===== config.mk =====
export PLATFORM = sky130hd
export DESIGN_NAME = mem_wb_stage_flat
export DESIGN_NICKNAME = d
export VERILOG_FILES = /design/src/rtl/mips_pkg.sv /design/src/rtl/mem_wb_stage_if.sv /design/src/rtl/mem_wb_reg.sv /design/src/rtl/mem_wb_stage.sv /design/src/flat_wrapper.sv
export SDC_FILE = /design/constraint.sdc
export NUM_CORES = 1
export LEC_CHECK = 0
export BUFFER_PORTS_ARGS = -buffer_cell sky130_fd_sc_hd__buf_2
export CORE_MARGIN = 1
export CORE_UTILIZATION = 45
export CTS_CLUSTER_SIZE = 8
export DETAILED_ROUTE_END_ITERATION = 7
export PLACE_DENSITY = 0.78
export SYNTH_ARGS = -nofsm -noshare
export SYNTH_HDL_FRONTEND = slang
export SYNTH_SLANG_ARGS = --single-unit
export TNS_END_PERCENT = 5

===== constraint.sdc =====
create_clock -name clk -period 1.9 [get_ports clk]
set_clock_uncertainty 0.1 [all_clocks]
set_input_delay 0.19 -clock clk [delete_from_list [all_inputs] [get_ports clk]]
set_output_delay 0.19 -clock clk [all_outputs]
set_load 0.01 [all_outputs]

===== src/rtl/mips_pkg.sv =====
// Shared definitions for the MIPS pipeline: datapath widths, the MEM-stage
// access state encoding and the writeback bundle.
package mips_pkg;

  localparam int REG_ADDR_W          = 5;
  localparam int DATA_W              = 32;
  localparam int DEFAULT_ADDR_OFFSET = 1024;

  typedef enum logic {
    IDLE = 1'b0,
    BUSY = 1'b1
  } mem_state_e;

  typedef struct packed {
    logic                  wb_en;
    logic [REG_ADDR_W-1:0] dst;
    logic [DATA_W-1:0]     result;
  } wb_bundle_t;

endpackage


===== src/rtl/mem_wb_stage_if.sv =====
// Data-memory request/acknowledge bus between the MEM stage (master) and the
// external data memory (slave).
interface mem_wb_stage_if #(
  parameter int ADDR_W = 16
);
  import mips_pkg::*;

  logic              mem_req;
  logic              mem_we;
  logic [ADDR_W-1:0] mem_addr;
  logic [DATA_W-1:0] mem_wdata;
  logic [DATA_W-1:0] mem_rdata;
  logic              mem_ack;

  modport master (
    output mem_req, mem_we, mem_addr, mem_wdata,
    input  mem_rdata, mem_ack
  );

  modport slave (
    input  mem_req, mem_we, mem_addr, mem_wdata,
    output mem_rdata, mem_ack
  );

endinterface


===== src/rtl/mem_wb_reg.sv =====
// MEM/WB pipeline register: captures a new writeback bundle when told to,
// otherwise inserts a bubble by clearing only the write enable.
module mem_wb_reg
  import mips_pkg::*;
(
  input  logic                  clk,
  input  logic                  rst,
  input  logic                  load,
  input  wb_bundle_t            next,
  output logic                  WB_EN,
  output logic [REG_ADDR_W-1:0] Dst_WB,
  output logic [DATA_W-1:0]     Result_WB
);

  wb_bundle_t wb_q;

  // NOTE: state is written with non-blocking assignments so every register
  // samples pre-edge values regardless of process evaluation order.
  always_ff @(posedge clk or negedge rst) begin
    if (!rst) begin
      wb_q <= '0;
    end else if (load) begin
      wb_q <= next;
    end else begin
      wb_q.wb_en <= 1'b0;
    end
  end

  assign WB_EN     = wb_q.wb_en;
  assign Dst_WB    = wb_q.dst;
  assign Result_WB = wb_q.result;

endmodule


===== src/rtl/mem_wb_stage.sv =====
// MIPS memory-access / writeback stage with data-memory handshake and upstream
// freeze. Define MEM_TIMEOUT_EN to abort accesses not acknowledged in time.
module mem_wb_stage
  import mips_pkg::*;
#(
  parameter int          ADDR_W         = 16,
  parameter int unsigned ADDR_OFFSET    = DEFAULT_ADDR_OFFSET,
  parameter int          TIMEOUT_CYCLES = 255
) (
  input  logic                  clk,
  input  logic                  rst,
  input  logic                  WB_EN_in,
  input  logic                  MEM_R_EN,
  input  logic                  MEM_W_EN,
  input  logic [DATA_W-1:0]     ALU_Result,
  input  logic [DATA_W-1:0]     Store_Val,
  input  logic [REG_ADDR_W-1:0] Dest_in,
  output logic                  WB_EN_MEM,
  output logic [REG_ADDR_W-1:0] Dest_MEM,
  output logic                  Freeze_MEM,
  mem_wb_stage_if.master        dmem,
  output logic                  WB_EN,
  output logic [REG_ADDR_W-1:0] Dst_WB,
  output logic [DATA_W-1:0]     Result_WB,
  output logic                  mem_err
);

  if (TIMEOUT_CYCLES < 1 || ADDR_W > DATA_W - 2) begin : g_param_check
    $error("mem_wb_stage: TIMEOUT_CYCLES must be >= 1 and ADDR_W <= 30");
  end

  mem_state_e            state_q, state_d;
  logic                  req_q, we_q;
  logic [ADDR_W-1:0]     addr_q;
  logic [DATA_W-1:0]     wdata_q;
  logic                  lat_wb_en_q;
  logic [REG_ADDR_W-1:0] lat_dst_q;

  logic                  access;
  logic                  start;
  logic                  freeze;
  logic                  timeout_hit;
  logic                  wb_load;
  wb_bundle_t            wb_next;
  logic [ADDR_W-1:0]     word_addr;

  assign access    = MEM_R_EN | MEM_W_EN;
  assign word_addr = ADDR_W'((ALU_Result - DATA_W'(ADDR_OFFSET)) >> 2);

  assign WB_EN_MEM = WB_EN_in;
  assign Dest_MEM  = Dest_in;

`ifdef MEM_TIMEOUT_EN
  localparam int CNT_W = ($clog2(TIMEOUT_CYCLES + 1) > 8) ? $clog2(TIMEOUT_CYCLES + 1) : 8;

  logic [CNT_W-1:0] cnt_q;
  logic             err_q;

  // The counter holds the number of already-elapsed unacknowledged BUSY
  // cycles, so the limit is reached during the TIMEOUT_CYCLES-th BUSY cycle.
  assign timeout_hit = (state_q == BUSY) && !dmem.mem_ack &&
                       (cnt_q == CNT_W'(TIMEOUT_CYCLES - 1));

  always_ff @(posedge clk or negedge rst) begin
    if (!rst) begin
      cnt_q <= '0;
      err_q <= 1'b0;
    end else begin
      if (start) begin
        cnt_q <= '0;
      end else if (state_q == BUSY && !dmem.mem_ack) begin
        cnt_q <= cnt_q + 1'b1;
      end
      if (timeout_hit) begin
        err_q <= 1'b1;
      end
    end
  end

  assign mem_err = err_q;
`else
  assign timeout_hit = 1'b0;
  assign mem_err     = 1'b0;
`endif

  always_ff @(posedge clk or negedge rst) begin
    if (!rst) begin
      state_q <= IDLE;
    end else begin
      state_q <= state_d;
    end
  end

  // NOTE: every signal driven here gets a default first so no path through
  // the case statement leaves one unassigned and infers a latch.
  always_comb begin
    state_d        = state_q;
    start          = 1'b0;
    freeze         = 1'b0;
    wb_load        = 1'b0;
    wb_next.wb_en  = WB_EN_in;
    wb_next.dst    = Dest_in;
    wb_next.result = ALU_Result;

    case (state_q)
      IDLE: begin
        if (access) begin
          start   = 1'b1;
          freeze  = 1'b1;
          state_d = BUSY;
        end else begin
          wb_load = 1'b1;
        end
      end
      BUSY: begin
        if (dmem.mem_ack) begin
          state_d = IDLE;
          if (!we_q) begin
            wb_load        = 1'b1;
            wb_next.wb_en  = lat_wb_en_q;
            wb_next.dst    = lat_dst_q;
            wb_next.result = dmem.mem_rdata;
          end
        end else if (timeout_hit) begin
          state_d = IDLE;
        end else begin
          freeze = 1'b1;
        end
      end
      default: state_d = IDLE;
    endcase
  end

  // Nothing upstream needs holding while the stage itself is in reset.
  assign Freeze_MEM = rst & freeze;

  // Request fields are captured once at access start and held until done;
  // both-enables-set falls out as a write because mem_we follows MEM_W_EN.
  always_ff @(posedge clk or negedge rst) begin
    if (!rst) begin
      req_q       <= 1'b0;
      we_q        <= 1'b0;
      addr_q      <= '0;
      wdata_q     <= '0;
      lat_wb_en_q <= 1'b0;
      lat_dst_q   <= '0;
    end else begin
      req_q <= (state_d == BUSY);
      if (start) begin
        we_q        <= MEM_W_EN;
        addr_q      <= word_addr;
        wdata_q     <= Store_Val;
        lat_wb_en_q <= WB_EN_in;
        lat_dst_q   <= Dest_in;
      end
    end
  end

  assign dmem.mem_req   = req_q;
  assign dmem.mem_we    = we_q;
  assign dmem.mem_addr  = addr_q;
  assign dmem.mem_wdata = wdata_q;

  mem_wb_reg u_wb_reg (
    .clk       (clk),
    .rst       (rst),
    .load      (wb_load),
    .next      (wb_next),
    .WB_EN     (WB_EN),
    .Dst_WB    (Dst_WB),
    .Result_WB (Result_WB)
  );

endmodule


===== src/flat_wrapper.sv =====
// flat-port wrapper written by rule: the top's interface ports become plain ports
module mem_wb_stage_flat import mips_pkg::*;
#(
  parameter int          ADDR_W         = 16,
  parameter int unsigned ADDR_OFFSET    = DEFAULT_ADDR_OFFSET,
  parameter int          TIMEOUT_CYCLES = 255
)
  (clk, rst, WB_EN_in, MEM_R_EN, MEM_W_EN, ALU_Result, Store_Val, Dest_in, WB_EN_MEM, Dest_MEM, Freeze_MEM, WB_EN, Dst_WB, Result_WB, mem_err, dmem_mem_req, dmem_mem_we, dmem_mem_addr, dmem_mem_wdata, dmem_mem_rdata, dmem_mem_ack);
  mem_wb_stage_if #(.ADDR_W(ADDR_W)) dmem_i ();
  input  logic clk;
  input  logic rst;
  input  logic WB_EN_in;
  input  logic MEM_R_EN;
  input  logic MEM_W_EN;
  input  logic [DATA_W-1:0] ALU_Result;
  input  logic [DATA_W-1:0] Store_Val;
  input  logic [REG_ADDR_W-1:0] Dest_in;
  output logic WB_EN_MEM;
  output logic [REG_ADDR_W-1:0] Dest_MEM;
  output logic Freeze_MEM;
  output logic WB_EN;
  output logic [REG_ADDR_W-1:0] Dst_WB;
  output logic [DATA_W-1:0] Result_WB;
  output logic mem_err;
  output wire logic [$bits(dmem_i.mem_req)-1:0] dmem_mem_req;
  output wire logic [$bits(dmem_i.mem_we)-1:0] dmem_mem_we;
  output wire logic [$bits(dmem_i.mem_addr)-1:0] dmem_mem_addr;
  output wire logic [$bits(dmem_i.mem_wdata)-1:0] dmem_mem_wdata;
  input wire logic [$bits(dmem_i.mem_rdata)-1:0] dmem_mem_rdata;
  input wire logic [$bits(dmem_i.mem_ack)-1:0] dmem_mem_ack;
  assign dmem_mem_req = dmem_i.mem_req;
  assign dmem_mem_we = dmem_i.mem_we;
  assign dmem_mem_addr = dmem_i.mem_addr;
  assign dmem_mem_wdata = dmem_i.mem_wdata;
  assign dmem_i.mem_rdata = dmem_mem_rdata;
  assign dmem_i.mem_ack = dmem_mem_ack;
  mem_wb_stage #(.ADDR_W(ADDR_W), .ADDR_OFFSET(ADDR_OFFSET), .TIMEOUT_CYCLES(TIMEOUT_CYCLES)) u_core (.clk(clk), .rst(rst), .WB_EN_in(WB_EN_in), .MEM_R_EN(MEM_R_EN), .MEM_W_EN(MEM_W_EN), .ALU_Result(ALU_Result), .Store_Val(Store_Val), .Dest_in(Dest_in), .WB_EN_MEM(WB_EN_MEM), .Dest_MEM(Dest_MEM), .Freeze_MEM(Freeze_MEM), .dmem(dmem_i), .WB_EN(WB_EN), .Dst_WB(Dst_WB), .Result_WB(Result_WB), .mem_err(mem_err));
endmodule

======== Word level (Yosys, flattened, before mapping) ========
Index checks and enable logic that the tools add are counted.
cells by class
  multiplexer cells ....................... 12
  add/subtract/negate cells ............... 1
  bitwise gates (word level) .............. 3
operators with widths
  operator                count
  $mux 38                 3
  $sub 18x11->18 const B  1
  $mux 1                  7
  $pmux 1 s2              2
  $and 1x1->1             1
  $not 1->1               1
  $or 1x1->1              1
word-level totals
  register bits ........................... 94
  logic and storage cells ................. 25

======== Longest topological paths before layout ========
Gate-level depths: netlist of the first run.
  depth in word-level cells ............... 4
  depth in mapped cells ................... 5
  mapped depth without buffers ............ 5

======== Hierarchy ========
From an unflattened synthesis of the first run, not the netlist that was laid out.
second synthesis, totals
  cell total of the unflattened synthesis .. 376
  area total of the unflattened synthesis .. 4202.8 µm²
by module, submodules not included
  module        cells an instance  instances  area each (µm²)
  mem_wb_stage  296                1          2718.9
  mem_wb_reg    80                 1          1483.9

======== Worst setup path after synthesis of the first run ========
OpenSTA, ideal clock, no wires.
  path kind ............................... flip-flop to flip-flop
  start ................................... register u_core.state_q
  end ..................................... register u_core.u_wb_reg.wb_q (netlist bit u_core.u_wb_reg.Result_WB[10])
  required time ........................... 1.663 ns
  stages on the path, launching flop included .. 6
  clock period less this slack ............ 1.565 ns
  setup slack ............................. 0.335 ns
  arrival time ............................ 1.329 ns
  path through ............................ dfrtp_1 nor3_2 buf_4 buf_4 mux2i_1 a21oi_1
between the ends
  cells in the longest elaborated chain, start to end .. 2
  elaborated cells on any way between the ends .. 3
  those cells by class .................... mux (2); bitwise (1)
ends and longest elaborated chain
  item                    RTL line             source
  from (decl)             mem_wb_stage.sv:32   mem_state_e state_q, state_d;
  from (signal assigned)  mem_wb_stage.sv:90   state_q <= state_d;
  $not 1->1               mem_wb_stage.sv:105  case (state_q)
  $pmux 1 s2              mem_wb_stage.sv:105
  to (signal assigned)    mem_wb_reg.sv:23     wb_q <= next;
  to (decl)               mem_wb_reg.sv:15     wb_bundle_t wb_q;
Several ways; a longest one is shown, not always the timed one.
A chain may end at the register's enable or synchronous reset.

======== Worst setup path after layout of the first run ========
  start ................................... register u_core.state_q
  end ..................................... output Freeze_MEM
between the ends
  cells in the longest elaborated chain, start to end .. 3
ends and longest elaborated chain
  item               RTL line             source
  $not 1->1          mem_wb_stage.sv:105
  $pmux 1 s2 *       mem_wb_stage.sv:105
  net u_core.freeze  mem_wb_stage.sv:41   logic freeze;
  $and 1x1->1 *      mem_wb_stage.sv:135  assign Freeze_MEM = rst & freeze;
  to (decl)          flat_wrapper.sv:20   output logic Freeze_MEM;
The timed path passes the listed nets; every way through them passes the cells marked *.

==> impl_metrics.json, run 1 <==
{
  "setup_viol": 0,
  "cts_buffer_depth": 2,
  "syn_inst": 417,
  "synth-seq-cells": 94,
  "synth.yosys.warnings": 0,
  "post-route-util_pct": 71.40,
  "reg2reg_setup_slack_ns": 0.36,
  "period_share_pct": 91.80,
  "startpoint_type": "flop",
  "cts_tree": "done",
  "chipHeight_um": 96.15,
  "routed_wl_um": 11650,
  "vias": 3921,
  "std_cell_rows": 33,
  "cpPeakStageDelay_ns": 0.46,
  "port_buffers": 201,
  "htree_levels": 3,
  "crit_required_ns": 1.61,
  "worstPathArrival_ns": 1.45,
  "cts_sinks": 94,
  "dp_hpwl_um": 7342,
  "synth.net_count": 525,
  "grt_usage_pct": 25.35,
  "leakagePower_nw": 3.059,
  "yosysSeqAreaShare_pct": 58.97,
  "timing.fmax_ghz": 0.5733,
  "start_util_pct": 47.59,
  "synth_area_leaders": "dfrtp_1 (59%), nand2_1 (13%), mux2i_1 (9.3%)",
  "cts_buffers": 9,
  "crit_chain": "nor3_4 > a21oi_1 > and2_1 > buf_2",
  "grt_pass1_wl_um": 17840,
  "synth_top_cell_area_share_pct": 58.97,
  "ctsResizeCount": 0,
  "worstReg2RegEnd": "u_core.dmem.mem_addr[2]",
  "startpoint": "u_core.state_q",
  "netlist_area_sq_um": 3989,
  "fill_cells": 618,
  "top_level_ports": 203,
  "hold_ws_ns": 0.009950,
  "status": "finished clean",
  "dieArea_sq_um": 9245,
  "drive_above_1_share_pct": 33.82,
  "syn_area_per_cell_sq_um": 9.566,
  "report.final.slew_viol_count": 0,
  "root_buffer": "clkbuf_8",
  "hold_class": "input pin to flop",
  "n_antenna_cell": 0,
  "mostFrequentLayoutCells": "buf_2 (200), nand2_1 (141), dfrtp_1 (94)",
  "grt_max_degree": 95,
  "powerDensity_nw_per_um2": 1004,
  "final.setup.tns_ns": 0,
  "place.gp.congestion": 0.8344,
  "clk_pin_slew_ns": 0.09,
  "antenna_left": 0,
  "drt_pass1_iterations": 4,
  "fin_crit_ns": 1.744,
  "gr-total-overflow": 0,
  "slowest_stage": "dfrtp_1",
  "die_x_um": 96.15,
  "dr.first_iter.drc_count": 107,
  "maxCapViolCount": 0,
  "crit_fanout": 6,
  "final_common_cell": "buf_2",
  "areaGrowthSynthToFinish_pct": 50.03,
  "ys_types": 30,
  "min_from": "dmem_mem_rdata[5]",
  "yosys.area.top_type": "dfrtp_1",
  "irDropWorstVdd_v": 0.0005498,
  "rsz0062_at_grt": "no",
  "cp-end-kind": "primary output",
  "insertion_delay_ns": 0.33,
  "coreArea_sq_um": 8382,
  "remaining_drc_errors": 0,
  "fin_nets": 783,
  "routed_via_density": 4.995,
  "cp-endpoint": "Freeze_MEM",
  "antenna_found_initial": 0,
  "first_global_vias": 3868,
  "worstReg2RegStart": "u_core.state_q",
  "reg2reg_depth": 4,
  "hold_violations": 0,
  "worst-setup-path-type": "flop to primary output",
  "wl_per_cell_um": 14.83
}
-- timing repair --
| action | CTS | global route |
|---|---|---|
| endpoints found under the hold margin | 160 | 0 |
| buffers inserted | 0 | 0 |
| endpoints found under the setup margin | 0 | 1 |
| hold buffers | 67 | 0 |
-- sequential cells by signal (all words and copies together), names as in the netlist --
name,cells
u_core.dmem.mem_addr,16
u_core.dmem.mem_wdata,32
u_core.dmem.mem_we,1
u_core.lat_dst_q,5
u_core.lat_wb_en_q,1
u_core.state_q,1
u_core.u_wb_reg.Dst_WB,5
u_core.u_wb_reg.Result_WB,32
u_core.u_wb_reg.WB_EN,1
-- cell usage after synthesis (all sizes together) --
cell and n:
and2 1, dfrtp 94, nor3 2, xnor2 1, inv 3, nand2 141, buf 18, nand3b 1
o21ba 1, conb 1, a21oi 38, nor2 41, clkbuf 12, nand2b 1, or4 3, mux2 1
or3 3, or2b 1, mux2i 37, nand3 1, o211ai 1, o21ai 7, ha 1, o21bai 1
a31oi 4, o31ai 1, or4b 1
-- routing by layer --
metal,up-vias,track usage (%),wire length (um)
met5,-,0,0
met4,0,10.32,282
met3,26,5.134,854
met2,178,46.04,5866
met1,1855,28.93,4641
li1,1862,-,-
-- metrics by stage --
step	setup slack [ns]	power, mW	instances	instance area [sq um]
global route	0.03725	6.395	785	5984
floorplan	0.3346	3.719	417	3989
detailed placement	0.2217	4.607	702	5114
global placement	0.2546	4.533	702	5114
finish	0.1558	6.010	785	5984
CTS	0.05511	6.027	785	5984
-- layout make-up --
| type | instances | area [sq um] | area share, % |
|---|---|---|---|
| clock inverters | 5 | 58.81 | 0.9826 |
| clock buffers | 11 | 141.4 | 2.363 |
| multi-input cells | 290 | 1493 | 24.94 |
| repair buffers | 277 | 1797 | 30.02 |
| flip-flops and latches | 94 | 2352 | 39.31 |
| inverters | 3 | 11.26 | 0.1882 |
| well taps | 105 | 131.4 | 2.195 |
-- worst max-delay path: cells and delay by family, from the launching register on --
family                 cells  cell delay, ns
AOI/OAI and AO/OA          1            0.10
buffers and inverters      1            0.14
DFF                        1            0.46
and+or+nand+nor            2            0.42
-- how the worst min path moves through the flow --
stage                                          endpoint  slack, ns  cells after the start
final                      u_core.u_wb_reg.Result_WB[5]       0.01                      3
after global routing      u_core.u_wb_reg.Result_WB[19]      0.009                      3
after CTS                 u_core.u_wb_reg.Result_WB[13]      0.002                      3
after detailed placement  u_core.u_wb_reg.Result_WB[16]       0.23                      2
after global placement    u_core.u_wb_reg.Result_WB[16]       0.23                      2
after floorplan                 u_core.dmem.mem_addr[0]      -0.21                      0
-- logic make-up after synthesis --
group	after synthesis	share of synthesized area [%]
other cells	1	0.09401
fa+ha+maj	1	0.3136
mux	38	9.567
xor+xnor	1	0.2196
simple gates	196	19.70
flops	94	58.97
buf+inv	33	4.046
compound gates	53	7.089
-- report_power, final --
| group | total, mW | internal, mW | switching (mW) | leakage (nW) |
|---|---|---|---|---|
| Combinational | 1.90 | 0.865 | 1.03 | 1.86 |
| Clock | 1.31 | 0.646 | 0.669 | 0.0955 |
| Sequential | 2.80 | 2.52 | 0.282 | 1.11 |
| Total | 6.01 | 4.03 | 1.98 | 3.06 |
(Power assumes the default switching activity.)
==> run 2, diff against run 1 <==
--- a/config.mk
+++ b/config.mk
@@ -7,10 +7,10 @@
 export LEC_CHECK = 0
 export BUFFER_PORTS_ARGS = -buffer_cell sky130_fd_sc_hd__buf_2
 export CORE_MARGIN = 1
-export CORE_UTILIZATION = 45
+export CORE_UTILIZATION = 41
 export CTS_CLUSTER_SIZE = 8
 export DETAILED_ROUTE_END_ITERATION = 7
-export PLACE_DENSITY = 0.78
+export PLACE_DENSITY = 0.75
 export SYNTH_ARGS = -nofsm -noshare
 export SYNTH_HDL_FRONTEND = slang
 export SYNTH_SLANG_ARGS = --single-unit
==> constraint.sdc (replaced) <==
create_clock -name clk -period 1.55 [get_ports clk]
set_clock_uncertainty 0.1 [all_clocks]
set_input_delay 0.155 -clock clk [delete_from_list [all_inputs] [get_ports clk]]
set_output_delay 0.155 -clock clk [all_outputs]
set_load 0.01 [all_outputs]
==> run 2 against run 1 <==
The run now ends with negative setup slack left; clock power increased by 33%; worst setup slack got worse by 0.19 ns; die area increased by 9.5%; routed wire length increased by 9.2%; cell count increased by 6.5%; count of clock-buffer cells in the layout decreased by 1; critical endpoint is now u_core.dmem.mem_addr[15]; largest power group unchanged.
==> impl_metrics.json, run 2 (synthesized netlist as in run 1, its figures left out) <==
{
  "routed_wl_um": 12720,
  "grt_pass1_wl_um": 19340,
  "switching_power_mw": 2.486,
  "fin_nets": 811,
  "coreArea_sq_um": 9328,
  "place_ws_ns": -0.04396,
  "gr-total-overflow": 0,
  "maxCapViolCount": 0,
  "rsz0062_at_grt": "yes",
  "dr.first_iter.drc_count": 88,
  "drive_above_1_share_pct": 34.65,
  "stdcell_area_sq_um": 6371,
  "pwr-share-clk_pct": 22.8,
  "top_level_ports": 203,
  "timing.fmax_ghz": 0.6315,
  "period_share_pct": 102.2,
  "placed_cells_incl_taps": 730,
  "root_buffer": "clkbuf_8",
  "hold_violations": 0,
  "areaGrowthSynthToFinish_pct": 59.72,
  "htree_levels": 3,
  "grt_usage_pct": 24.63,
  "first_global_vias": 4161,
  "cpPeakStageDelay_ns": 0.53,
  "irDropWorstVdd_v": 0.0005674,
  "vias": 3981,
  "cts_sinks": 94,
  "combPwrFrac_pct": 32.1,
  "crit_fanout": 6,
  "powerDensity_nw_per_um2": 1197,
  "final_common_cell": "buf_2",
  "cts_tree": "done",
  "fin_crit_ns": 1.584,
  "place.gp.congestion": 0.7932,
  "report.final.slew_viol_count": 0,
  "chipHeight_um": 100.6,
  "dieArea_sq_um": 10130,
  "dp_hpwl_um": 7121,
  "slowest_stage": "dlygate4sd3_1",
  "hold_class": "input pin to flop",
  "worst-setup-path-type": "input pin to flop",
  "finalWorstSetupSlack_ns": -0.03350,
  "remaining_drc_errors": 0,
  "port_buffers": 201,
  "n_antenna_cell": 0,
  "die_x_um": 100.6,
  "routed_via_density": 4.762,
  "hold_ws_ns": 0.02259,
  "wl_per_cell_um": 15.21,
  "violations": "negative setup slack",
  "clk_pin_slew_ns": 0.09,
  "setup_viol": 1,
  "cts_buffers": 9,
  "crit_required_ns": 1.73,
  "cts_buffer_depth": 2,
  "mostFrequentLayoutCells": "buf_2 (199), nand2_1 (141), dfrtp_1 (93)",
  "worstPathArrival_ns": 1.77,
  "p_int_mw": 5.138,
  "place_area_sq_um": 5186,
  "stdcell_count": 836,
  "power_frac_seq_pct": 45.1,
  "start_util_pct": 42.76,
  "critical-path-top-delay-family": "simple AND/OR/NAND/NOR gates",
  "swShare_pct": 32.61,
  "std_cell_rows": 35,
  "grt_max_degree": 95,
  "antenna_found_initial": 0,
  "worst-path-buf-inv": 2,
  "antenna_left": 0,
  "startpoint_type": "input pin",
  "cp-end-kind": "flop",
  "drt_pass1_iterations": 4,
  "status": "complete, but fails checks",
  "insertion_delay_ns": 0.34,
  "leakagePower_nw": 3.228,
  "crit_chain": "dlygate4sd3_1 > buf_2 > or3_4 > or4_1 > nand3_1"
}
-- run 2: cell type report --
class / instances / area, sq um
fill: 703 / 2957
sequential: 94 / 2354
clock inverter: 5 / 85.08
inverter: 3 / 11.26
multi-input combinational: 290 / 1525
timing repair buffer: 305 / 2107
tap: 129 / 161.4
clock buffer: 10 / 127.6
-- run 2: worst register-to-register path, stage by stage (launching register included) --
cell,delay (ns)
dfrtp_2,0.45
nor3_4,0.15
buf_4,0.19
buf_16,0.19
mux2i_1,0.23
a21oi_1,0.09
-- run 2: what timing repair did --
action | in CTS | in global routing
resized for setup | 3 | 10
setup endpoints to repair | 30 | 64
buffers inserted | 3 | 0
gates cloned | 0 | 1
hold endpoints to repair | 177 | 0
hold buffers | 87 | 0
pin swaps | 2 | 0
-- run 2: power groups by stage --
stage                     Clock, mW  Sequential (mW)  Combinational (mW)
after floorplan                   0             3.75               0.814
after global placement            0             3.43                2.14
after detailed placement          0             3.46                2.20
after CTS                      1.80             3.42                2.38
after global routing           1.91             3.51                2.68
final                          1.74             3.44                2.45
-- run 2: per-stage QoR --
stage	utilization (%)	power, mW	setup TNS [ns]
after floorplan	-	4.560	0
after global placement	55.60	5.569	-0.01258
after detailed placement	55.60	5.652	-0.1546
after CTS	67.59	7.593	-0.01346
after global routing	68.30	8.096	-1.615
final	68.30	7.623	-0.03350
-- run 2: final timing paths --
| check | start | endpoint | slack (ns) | cells after the start |
|---|---|---|---|---|
| max | ALU_Result[15] | u_core.dmem.mem_addr[15] | -0.03 | 5 |
| min reg2reg | u_core.dmem.mem_addr[7] | u_core.dmem.mem_addr[7] | 0.38 | 2 |
| max in group asynchronous | rst | u_core.dmem.mem_wdata[26] | 0.63 | 3 |
| min in group asynchronous | rst | u_core.u_wb_reg.Result_WB[31] | 0.34 | 3 |
| max reg2reg | u_core.state_q | u_core.u_wb_reg.Result_WB[19] | 0.02 | 5 |
| min | ALU_Result[30] | u_core.u_wb_reg.Result_WB[30] | 0.02 | 3 |
-- run 2: metal layers --
metal  vias up  global-route usage [%]  wire length, um
li1       1923                       -                -
met1      1860                   26.61             5024
met4         0                   9.922              246
met3        28                   5.201              797
met5         -                       0                0
met2       170                   46.58             6648
